==> src/rtl/jive_spi_master_pkg.sv <==
// Shared definitions for the jive_spi_master SPI peripheral: register
// offsets, CTRL/STAT bit positions and the shifter FSM state encoding.
package jive_spi_master_pkg;

  localparam logic [1:0] ADDR_DATA = 2'd0;
  localparam logic [1:0] ADDR_CTRL = 2'd1;

  localparam int BIT_BUSY = 0;
  localparam int BIT_RXV  = 1;
  localparam int BIT_COL  = 2;
  localparam int BIT_SS   = 8;
  localparam int BIT_IE   = 9;

  typedef enum logic [1:0] {
    ST_IDLE  = 2'd0,
    ST_SHIFT = 2'd1,
    ST_DONE  = 2'd2
  } spi_state_e;

endpackage

==> src/rtl/jive_spi_master_if.sv <==
// Peripheral bus of jive_spi_master (p0 request / p1 dtack protocol).
//   csel, rden, wren, addr[1:0], bena[3:0], wdata[31:0] : request, p0
//   rdata[31:0], dtack                                   : response, p1
// master: CPU side, slave: peripheral side.
interface jive_spi_master_if;
  logic        csel;
  logic        rden;
  logic        wren;
  logic [1:0]  addr;
  logic [3:0]  bena;
  logic [31:0] wdata;
  logic [31:0] rdata;
  logic        dtack;

  modport master (output csel, rden, wren, addr, bena, wdata,
                  input  rdata, dtack);
  modport slave  (input  csel, rden, wren, addr, bena, wdata,
                  output rdata, dtack);
endinterface

==> src/rtl/jive_spi_master_shifter.sv <==
// jive_spi_shifter: mode-0, MSB-first, 8-bit SPI shift engine.
// Ports:
//   clk, rst      clock, asynchronous active-high reset
//   start_i       begin a transfer of data_i (ignored unless idle)
//   data_i[7:0]   byte to transmit
//   miso_i        raw MISO pin (two-flop synchronised here)
//   busy_o        transfer in progress (SHIFT or DONE)
//   done_o        one-cycle pulse in DONE; rx_o is valid then
//   rx_o[7:0]     received byte
//   sclk_o, mosi_o  SPI pins
module jive_spi_shifter
  import jive_spi_master_pkg::*;
#(
  parameter int CLK_DIV = 6
) (
  input  logic       clk,
  input  logic       rst,
  input  logic       start_i,
  input  logic [7:0] data_i,
  input  logic       miso_i,
  output logic       busy_o,
  output logic       done_o,
  output logic [7:0] rx_o,
  output logic       sclk_o,
  output logic       mosi_o
);

  localparam logic [7:0] DIV_LAST = 8'(CLK_DIV - 1);

  spi_state_e state_q, state_d;
  logic [7:0] cnt_q, cnt_d;
  logic [3:0] hcnt_q, hcnt_d;
  logic [7:0] sh_q, sh_d;
  logic       mosi_q, mosi_d;
  logic       sclk_q, sclk_d;
  logic       miso_s1_q, miso_s2_q;

  always_ff @(posedge clk or posedge rst) begin
    if (rst) begin
      state_q   <= ST_IDLE;
      cnt_q     <= '0;
      hcnt_q    <= '0;
      sh_q      <= '0;
      mosi_q    <= 1'b0;
      sclk_q    <= 1'b0;
      miso_s1_q <= 1'b0;
      miso_s2_q <= 1'b0;
    end else begin
      state_q   <= state_d;
      cnt_q     <= cnt_d;
      hcnt_q    <= hcnt_d;
      sh_q      <= sh_d;
      mosi_q    <= mosi_d;
      sclk_q    <= sclk_d;
      miso_s1_q <= miso_i;
      miso_s2_q <= miso_s1_q;
    end
  end

  always_comb begin
    state_d = state_q;
    cnt_d   = cnt_q;
    hcnt_d  = hcnt_q;
    sh_d    = sh_q;
    mosi_d  = mosi_q;
    sclk_d  = sclk_q;
    done_o  = 1'b0;
    case (state_q)
      ST_IDLE: begin
        if (start_i) begin
          state_d = ST_SHIFT;
          sh_d    = data_i;
          mosi_d  = data_i[7];
          cnt_d   = DIV_LAST;
          hcnt_d  = '0;
          sclk_d  = 1'b0;
        end
      end
      ST_SHIFT: begin
        if (cnt_q == 8'd0) begin
          cnt_d  = DIV_LAST;
          sclk_d = ~sclk_q;
          hcnt_d = hcnt_q + 4'd1;
          if (!sclk_q) begin
            // Rising edge: TX bits move up, received bit enters the LSB;
            // MOSI keeps the current bit in its own flop until the fall.
            sh_d = {sh_q[6:0], miso_s2_q};
          end else if (hcnt_q == 4'd15) begin
            // Final falling edge: no next bit, MOSI simply holds.
            state_d = ST_DONE;
          end else begin
            mosi_d = sh_q[7];
          end
        end else begin
          cnt_d = cnt_q - 8'd1;
        end
      end
      ST_DONE: begin
        done_o  = 1'b1;
        state_d = ST_IDLE;
      end
      default: state_d = ST_IDLE;
    endcase
  end

  assign busy_o = (state_q != ST_IDLE);
  assign rx_o   = sh_q;
  assign sclk_o = sclk_q;
  assign mosi_o = mosi_q;

endmodule

==> src/rtl/jive_spi_master.sv <==
// jive_spi_master: memory-mapped SPI master (mode 0, MSB first, 8 bit).
// Ports:
//   clk, rst         clock, asynchronous active-high reset
//   bus              jive_spi_master_if.slave (p0 request, p1 dtack/rdata)
//   spi_ss_n         slave select, active low (= ~CTRL.SS)
//   spi_sclk         serial clock, idle low
//   spi_mosi         master out
//   spi_miso         master in (synchronised in the shifter)
//   spi_int          only with JIVE_SPI_IRQ_EN: level IRQ = IE & RXV
// Registers: off 0 DATA (wr starts transfer, rd returns rx byte and
// clears RXV), off 1 CTRL/STAT {IE[9], SS[8], COL[2], RXV[1], BUSY[0]}.
// Build option: define JIVE_SPI_IRQ_EN for the interrupt output and IE bit.
module jive_spi_master
  import jive_spi_master_pkg::*;
#(
  parameter int CLK_DIV = 6
) (
  input  logic clk,
  input  logic rst,
  jive_spi_master_if.slave bus,
  output logic spi_ss_n,
  output logic spi_sclk,
  output logic spi_mosi,
  input  logic spi_miso
`ifdef JIVE_SPI_IRQ_EN
  ,
  output logic spi_int
`endif
);

  logic        busy, done;
  logic [7:0]  sh_rx;
  logic        acc, wr_en, rd_en;
  logic        data_wr, data_rd, ctrl_wr0, ctrl_wr1, start;
  logic [31:0] stat, rdata_d, rdata_q;
  logic        dtack_q;
  logic [7:0]  rx_q;
  logic        rxv_q, col_q, ss_q;
  logic        ie_q, ie_d;

  // A combined read+write access behaves as a write.
  assign acc      = bus.csel & (bus.rden | bus.wren);
  assign wr_en    = bus.csel & bus.wren;
  assign rd_en    = bus.csel & bus.rden & ~bus.wren;
  assign data_wr  = wr_en & (bus.addr == ADDR_DATA) & bus.bena[0];
  assign data_rd  = rd_en & (bus.addr == ADDR_DATA);
  assign ctrl_wr0 = wr_en & (bus.addr == ADDR_CTRL) & bus.bena[0];
  assign ctrl_wr1 = wr_en & (bus.addr == ADDR_CTRL) & bus.bena[1];
  assign start    = data_wr & ~busy;

  jive_spi_shifter #(.CLK_DIV(CLK_DIV)) u_shifter (
    .clk     (clk),
    .rst     (rst),
    .start_i (start),
    .data_i  (bus.wdata[7:0]),
    .miso_i  (spi_miso),
    .busy_o  (busy),
    .done_o  (done),
    .rx_o    (sh_rx),
    .sclk_o  (spi_sclk),
    .mosi_o  (spi_mosi)
  );

  always_comb begin
    stat           = '0;
    stat[BIT_BUSY] = busy;
    stat[BIT_RXV]  = rxv_q;
    stat[BIT_COL]  = col_q;
    stat[BIT_SS]   = ss_q;
    stat[BIT_IE]   = ie_q;
  end

  always_comb begin
    rdata_d = '0;
    if (rd_en) begin
      case (bus.addr)
        ADDR_DATA: rdata_d = {24'h0, rx_q};
        ADDR_CTRL: rdata_d = stat;
        default:   rdata_d = '0;
      endcase
    end
  end

`ifdef JIVE_SPI_IRQ_EN
  logic int_q;

  always_comb begin
    ie_d = ie_q;
    if (ctrl_wr1) ie_d = bus.wdata[BIT_IE];
  end

  // Follows RXV one cycle late, but drops in p1 of a DATA read or IE clear.
  always_ff @(posedge clk or posedge rst) begin
    if (rst) int_q <= 1'b0;
    else     int_q <= ie_d & rxv_q & ~data_rd;
  end

  assign spi_int = int_q;
`else
  assign ie_d = 1'b0;
`endif

  always_ff @(posedge clk or posedge rst) begin
    if (rst) begin
      rdata_q <= '0;
      dtack_q <= 1'b0;
      rx_q    <= '0;
      rxv_q   <= 1'b0;
      col_q   <= 1'b0;
      ss_q    <= 1'b0;
      ie_q    <= 1'b0;
    end else begin
      rdata_q <= rdata_d;
      dtack_q <= acc;
      ie_q    <= ie_d;
      if (done) rx_q <= sh_rx;
      // Completion wins over a simultaneous DATA read.
      if (done)         rxv_q <= 1'b1;
      else if (data_rd) rxv_q <= 1'b0;
      if (data_wr && busy)                      col_q <= 1'b1;
      else if (ctrl_wr0 && bus.wdata[BIT_COL])  col_q <= 1'b0;
      if (ctrl_wr1) ss_q <= bus.wdata[BIT_SS];
    end
  end

  assign bus.rdata = rdata_q;
  assign bus.dtack = dtack_q;
  assign spi_ss_n  = ~ss_q;

  logic unused_bits;
  assign unused_bits = ^{bus.wdata[31:10], bus.wdata[9], bus.bena[3:2]};

endmodule

==> src/flat_wrapper.sv <==
// flat-port wrapper written by rule: the top's interface ports become plain ports
module jive_spi_master_flat import jive_spi_master_pkg::*;
#(
  parameter int CLK_DIV = 6
)
  (clk, rst, spi_ss_n, spi_sclk, spi_mosi, spi_miso, bus_csel, bus_rden, bus_wren, bus_addr, bus_bena, bus_wdata, bus_rdata, bus_dtack);
  jive_spi_master_if bus_i ();
  input  logic clk;
  input  logic rst;
  output logic spi_ss_n;
  output logic spi_sclk;
  output logic spi_mosi;
  input  logic spi_miso;
  input wire logic [$bits(bus_i.csel)-1:0] bus_csel;
  input wire logic [$bits(bus_i.rden)-1:0] bus_rden;
  input wire logic [$bits(bus_i.wren)-1:0] bus_wren;
  input wire logic [$bits(bus_i.addr)-1:0] bus_addr;
  input wire logic [$bits(bus_i.bena)-1:0] bus_bena;
  input wire logic [$bits(bus_i.wdata)-1:0] bus_wdata;
  output wire logic [$bits(bus_i.rdata)-1:0] bus_rdata;
  output wire logic [$bits(bus_i.dtack)-1:0] bus_dtack;
  assign bus_i.csel = bus_csel;
  assign bus_i.rden = bus_rden;
  assign bus_i.wren = bus_wren;
  assign bus_i.addr = bus_addr;
  assign bus_i.bena = bus_bena;
  assign bus_i.wdata = bus_wdata;
  assign bus_rdata = bus_i.rdata;
  assign bus_dtack = bus_i.dtack;
  jive_spi_master #(.CLK_DIV(CLK_DIV)) u_core (.clk(clk), .rst(rst), .bus(bus_i), .spi_ss_n(spi_ss_n), .spi_sclk(spi_sclk), .spi_mosi(spi_mosi), .spi_miso(spi_miso));
endmodule
==> config.mk <==
export PLATFORM = sky130hd
export DESIGN_NAME = jive_spi_master_flat
export DESIGN_NICKNAME = d
export VERILOG_FILES = /design/src/rtl/jive_spi_master_pkg.sv /design/src/rtl/jive_spi_master_if.sv /design/src/rtl/jive_spi_master_shifter.sv /design/src/rtl/jive_spi_master.sv /design/src/flat_wrapper.sv
export SDC_FILE = /design/constraint.sdc
export NUM_CORES = 1
export LEC_CHECK = 0
export CORE_UTILIZATION = 49
export CTS_BUF_LIST = sky130_fd_sc_hd__clkbuf_8 sky130_fd_sc_hd__clkbuf_16
export CTS_CLUSTER_DIAMETER = 60
export DETAILED_ROUTE_END_ITERATION = 12
export PLACE_DENSITY = 0.85
export SLEW_MARGIN = 20
export SYNTH_ARGS = -nofsm -noshare
export SYNTH_HDL_FRONTEND = slang
export SYNTH_SLANG_ARGS = --single-unit
==> constraint.sdc <==
create_clock -name clk -period 4.5 [get_ports clk]
set_input_delay 1.125 -clock clk [delete_from_list [all_inputs] [get_ports clk]]
set_output_delay 1.125 -clock clk [all_outputs]
set_load 0.005 [all_outputs]
==> results.toml <==
[run_status]
status = "finished, final reports clean"

[clocking]
cts_buffers = 5
clockBufferDepth = 2
clkSinkCount = 47
post_cts_buffers = 0
cts-resized-gates = 0
cts_hold_buf = 0
root_buffer = "clkbuf_8"
h-tree-depth = 2
cts.clk_slew.worst_paths_ns = 0.09
clock_latency_ns = 0.30
tritoncts = "yes"

[place]
port_buffers = 31
dpl.hpwl_um = 2870
pre_cts_ws_ns = 1.24
place_congestion = 0.879
postPlaceCellArea_mm2 = 0.00264

[die]
io_pins = 80
die_h_um = 71.6
dieArea_mm2 = 0.00512
initial_core_util = 0.527
core_area_mm2 = 0.00450
row_count = 24
chipWidth_um = 71.6

[timing]
slew_violations = 0
hold_viol_final = 0
grt_setup_unrepaired = "no"
relSlewSlack = 0.372
setup_viol = 0
tns_ns = 0
finalCriticalPeriod_ns = 2.95
layout_setup_ws_ns = 1.55
finClkSkew_ns = 0.00256
whs_ns = 0.354
fmax_ghz = 0.339
worst_pin_slew_ns = 0.940
fin_crit_sh = 0.656

[worst_hold_path]
whs_path_depth = 0
min-delay-path-class = "reg -> reg"

[pwr]
leakagePower_nw = 1.23
p_per_area_mw_per_mm2 = 459
peakVddDrop_mv = 0.236

[final_layout]
finish.utilization = 0.605
final_common_cell = "dfrtp_1"
syn2layout_area_growth_pct = 14.9
n_fill_cell = 377
seq_area_mm2 = 0.00118
nNetsFinal = 290
multi_input_area_mm2 = 0.00105
drive_above_1_share = 0.164
final_cell_mix = "dfrtp_1, clkdlybuf4s50_1, mux2_2"
antenna_cells = 0
final_area_mm2 = 0.00273

[job]
drv_cap = 0

[routing]
wirelength_um = 4160
post_drt_wl_per_cell_um = 14.1
vias_per_cell = 5.30
vias = 1569
firstDrtPassIters = 4
final_antenna_net_count = 0
drc = 0
dr.first_iter.drc_count = 68

[worst_setup_path]
required_ns = 4.70
cp.arrival_ns = 3.15
crit_type = "in -> reg"
crit_chain = "clkdlybuf4s50_1 > or3_1 > a21oi_2 > mux2_2"
critical-path-max-stage-delay_ns = 0.67
crit_path_end_kind = "flip-flop"
slowest_stage = "clkdlybuf4s50_1"
crit_fanout = 12
r2r_cells = 6
startpoint_type = "input port"

[logic_synthesis]
synth_edf_count = 0
async_flop_share = 1.00
synth_top_flop_cell = "dfrtp_1"
syn_area_mm2 = 0.00237
ys_seq_elements = 47
ys_seq_area_frac = 0.496
ys_warn_count = 0
ys_types = 41
syn_inst = 211
postSynthAreaPerCell_um2 = 11.2

[global_routing]
antenna_found_initial = 0
grt_pass1_wl_um = 6940
grt_pass1_vias = 1470
grt_max_degree = 48
grt_remaining_overflow = 0
grt_util_all_layers = 0.177
## per-stage QoR
stage | total power, mW | cells
after floorplan | 0.902 | 233
after global placement | 0.982 | 288
after detailed placement | 1.00 | 288
after CTS | 1.26 | 296
after global routing | 1.33 | 296
final | 1.25 | 296
## registers in the layout (all words and copies together), names as in the netlist
register                    count
u_core.u_shifter.rx_o           8
u_core.col_q                    1
u_core.u_shifter.mosi_o         1
u_core.rxv_q                    1
u_core.u_shifter.miso_s1_q      1
u_core.u_shifter.miso_s2_q      1
u_core.rx_q                     8
u_core.u_shifter.hcnt_q         4
u_core.u_shifter.state_q        2
u_core.bus.rdata                9
u_core.ss_q                     1
u_core.u_shifter.cnt_q          8
u_core.bus.dtack                1
u_core.u_shifter.sclk_o         1
## final cells by class
class,instances,share of cell area
inverter,8,0.0110
multi-input combinational,150,0.387
timing repair buffer,31,0.114
clock buffer,5,0.0253
sequential,47,0.432
clock inverter,3,0.00735
tap,52,0.0239
## layer usage
layer,global-route usage,wire length (µm),vias up
li1,-,-,749
met1,0.242,1950,767
met2,0.277,1990,46
met3,0.0450,172,7
met4,0.0588,48,0
met5,0,0,-
## where the power goes
group	switching [mW]	internal [mW]	leakage (nW)
combinational	0.180	0.197	0.586
clock	0.144	0.108	0.0402
sequential	0.106	0.516	0.606
total	0.430	0.821	1.23
## path summary, 6_finish.rpt
check | from | to | slack, ns
max in group asynchronous | rst | u_core.u_shifter.hcnt_q[3] | 2.58
setup / recovery | bus_addr[0] | u_core.u_shifter.sclk_o | 1.55
setup reg to reg | u_core.u_shifter.cnt_q[0] | u_core.u_shifter.rx_o[5] | 2.24
min in group asynchronous | rst | u_core.bus.rdata[7] | 1.35
hold / removal | u_core.u_shifter.miso_s1_q | u_core.u_shifter.miso_s2_q | 0.35
hold reg to reg | u_core.u_shifter.miso_s1_q | u_core.u_shifter.miso_s2_q | 0.35
## synth_stat cells (2+ instances only)
library cell / n / share of area
or3_1: 3 / 0.0079
nor2_1: 16 / 0.025
o31ai_1: 2 / 0.0063
nor3_1: 5 / 0.011
buf_4: 23 / 0.073
nand2_1: 15 / 0.024
inv_1: 8 / 0.013
mux2i_1: 5 / 0.021
nand2b_1: 3 / 0.0079
ha_1: 3 / 0.016
and2_1: 6 / 0.016
clkbuf_1: 2 / 0.0032
a22o_1: 2 / 0.0074
nor3b_1: 2 / 0.0063
a21oi_1: 4 / 0.0084
mux2_1: 2 / 0.0095
nor2b_1: 2 / 0.0053
o21ai_0: 8 / 0.017
buf_2: 2 / 0.0042
a31oi_1: 2 / 0.0053
mux2_2: 26 / 0.12
dfrtp_1: 47 / 0.50
nand3_1: 4 / 0.0084
nand4_1: 2 / 0.0053
## cells by family after synthesis
kind of cell,synth area share
other,0.00158
muxes,0.154
buffers and inverters,0.0944
AOI/OAI and AO/OA,0.0844
adders and majority gates,0.0158
and+or+nand+nor,0.150
DFF,0.496
xor gates and xnor gates,0.00369
## critical path: cells and delay by family
kind,cells,cell delay (ns)
AO/OA/AOI/OAI,1,0.38
buffers and inverters,1,0.67
multiplexers,1,0.38
AND/OR/NAND/NOR,1,0.60
Note: power is estimated with default switching activity, not from simulation.
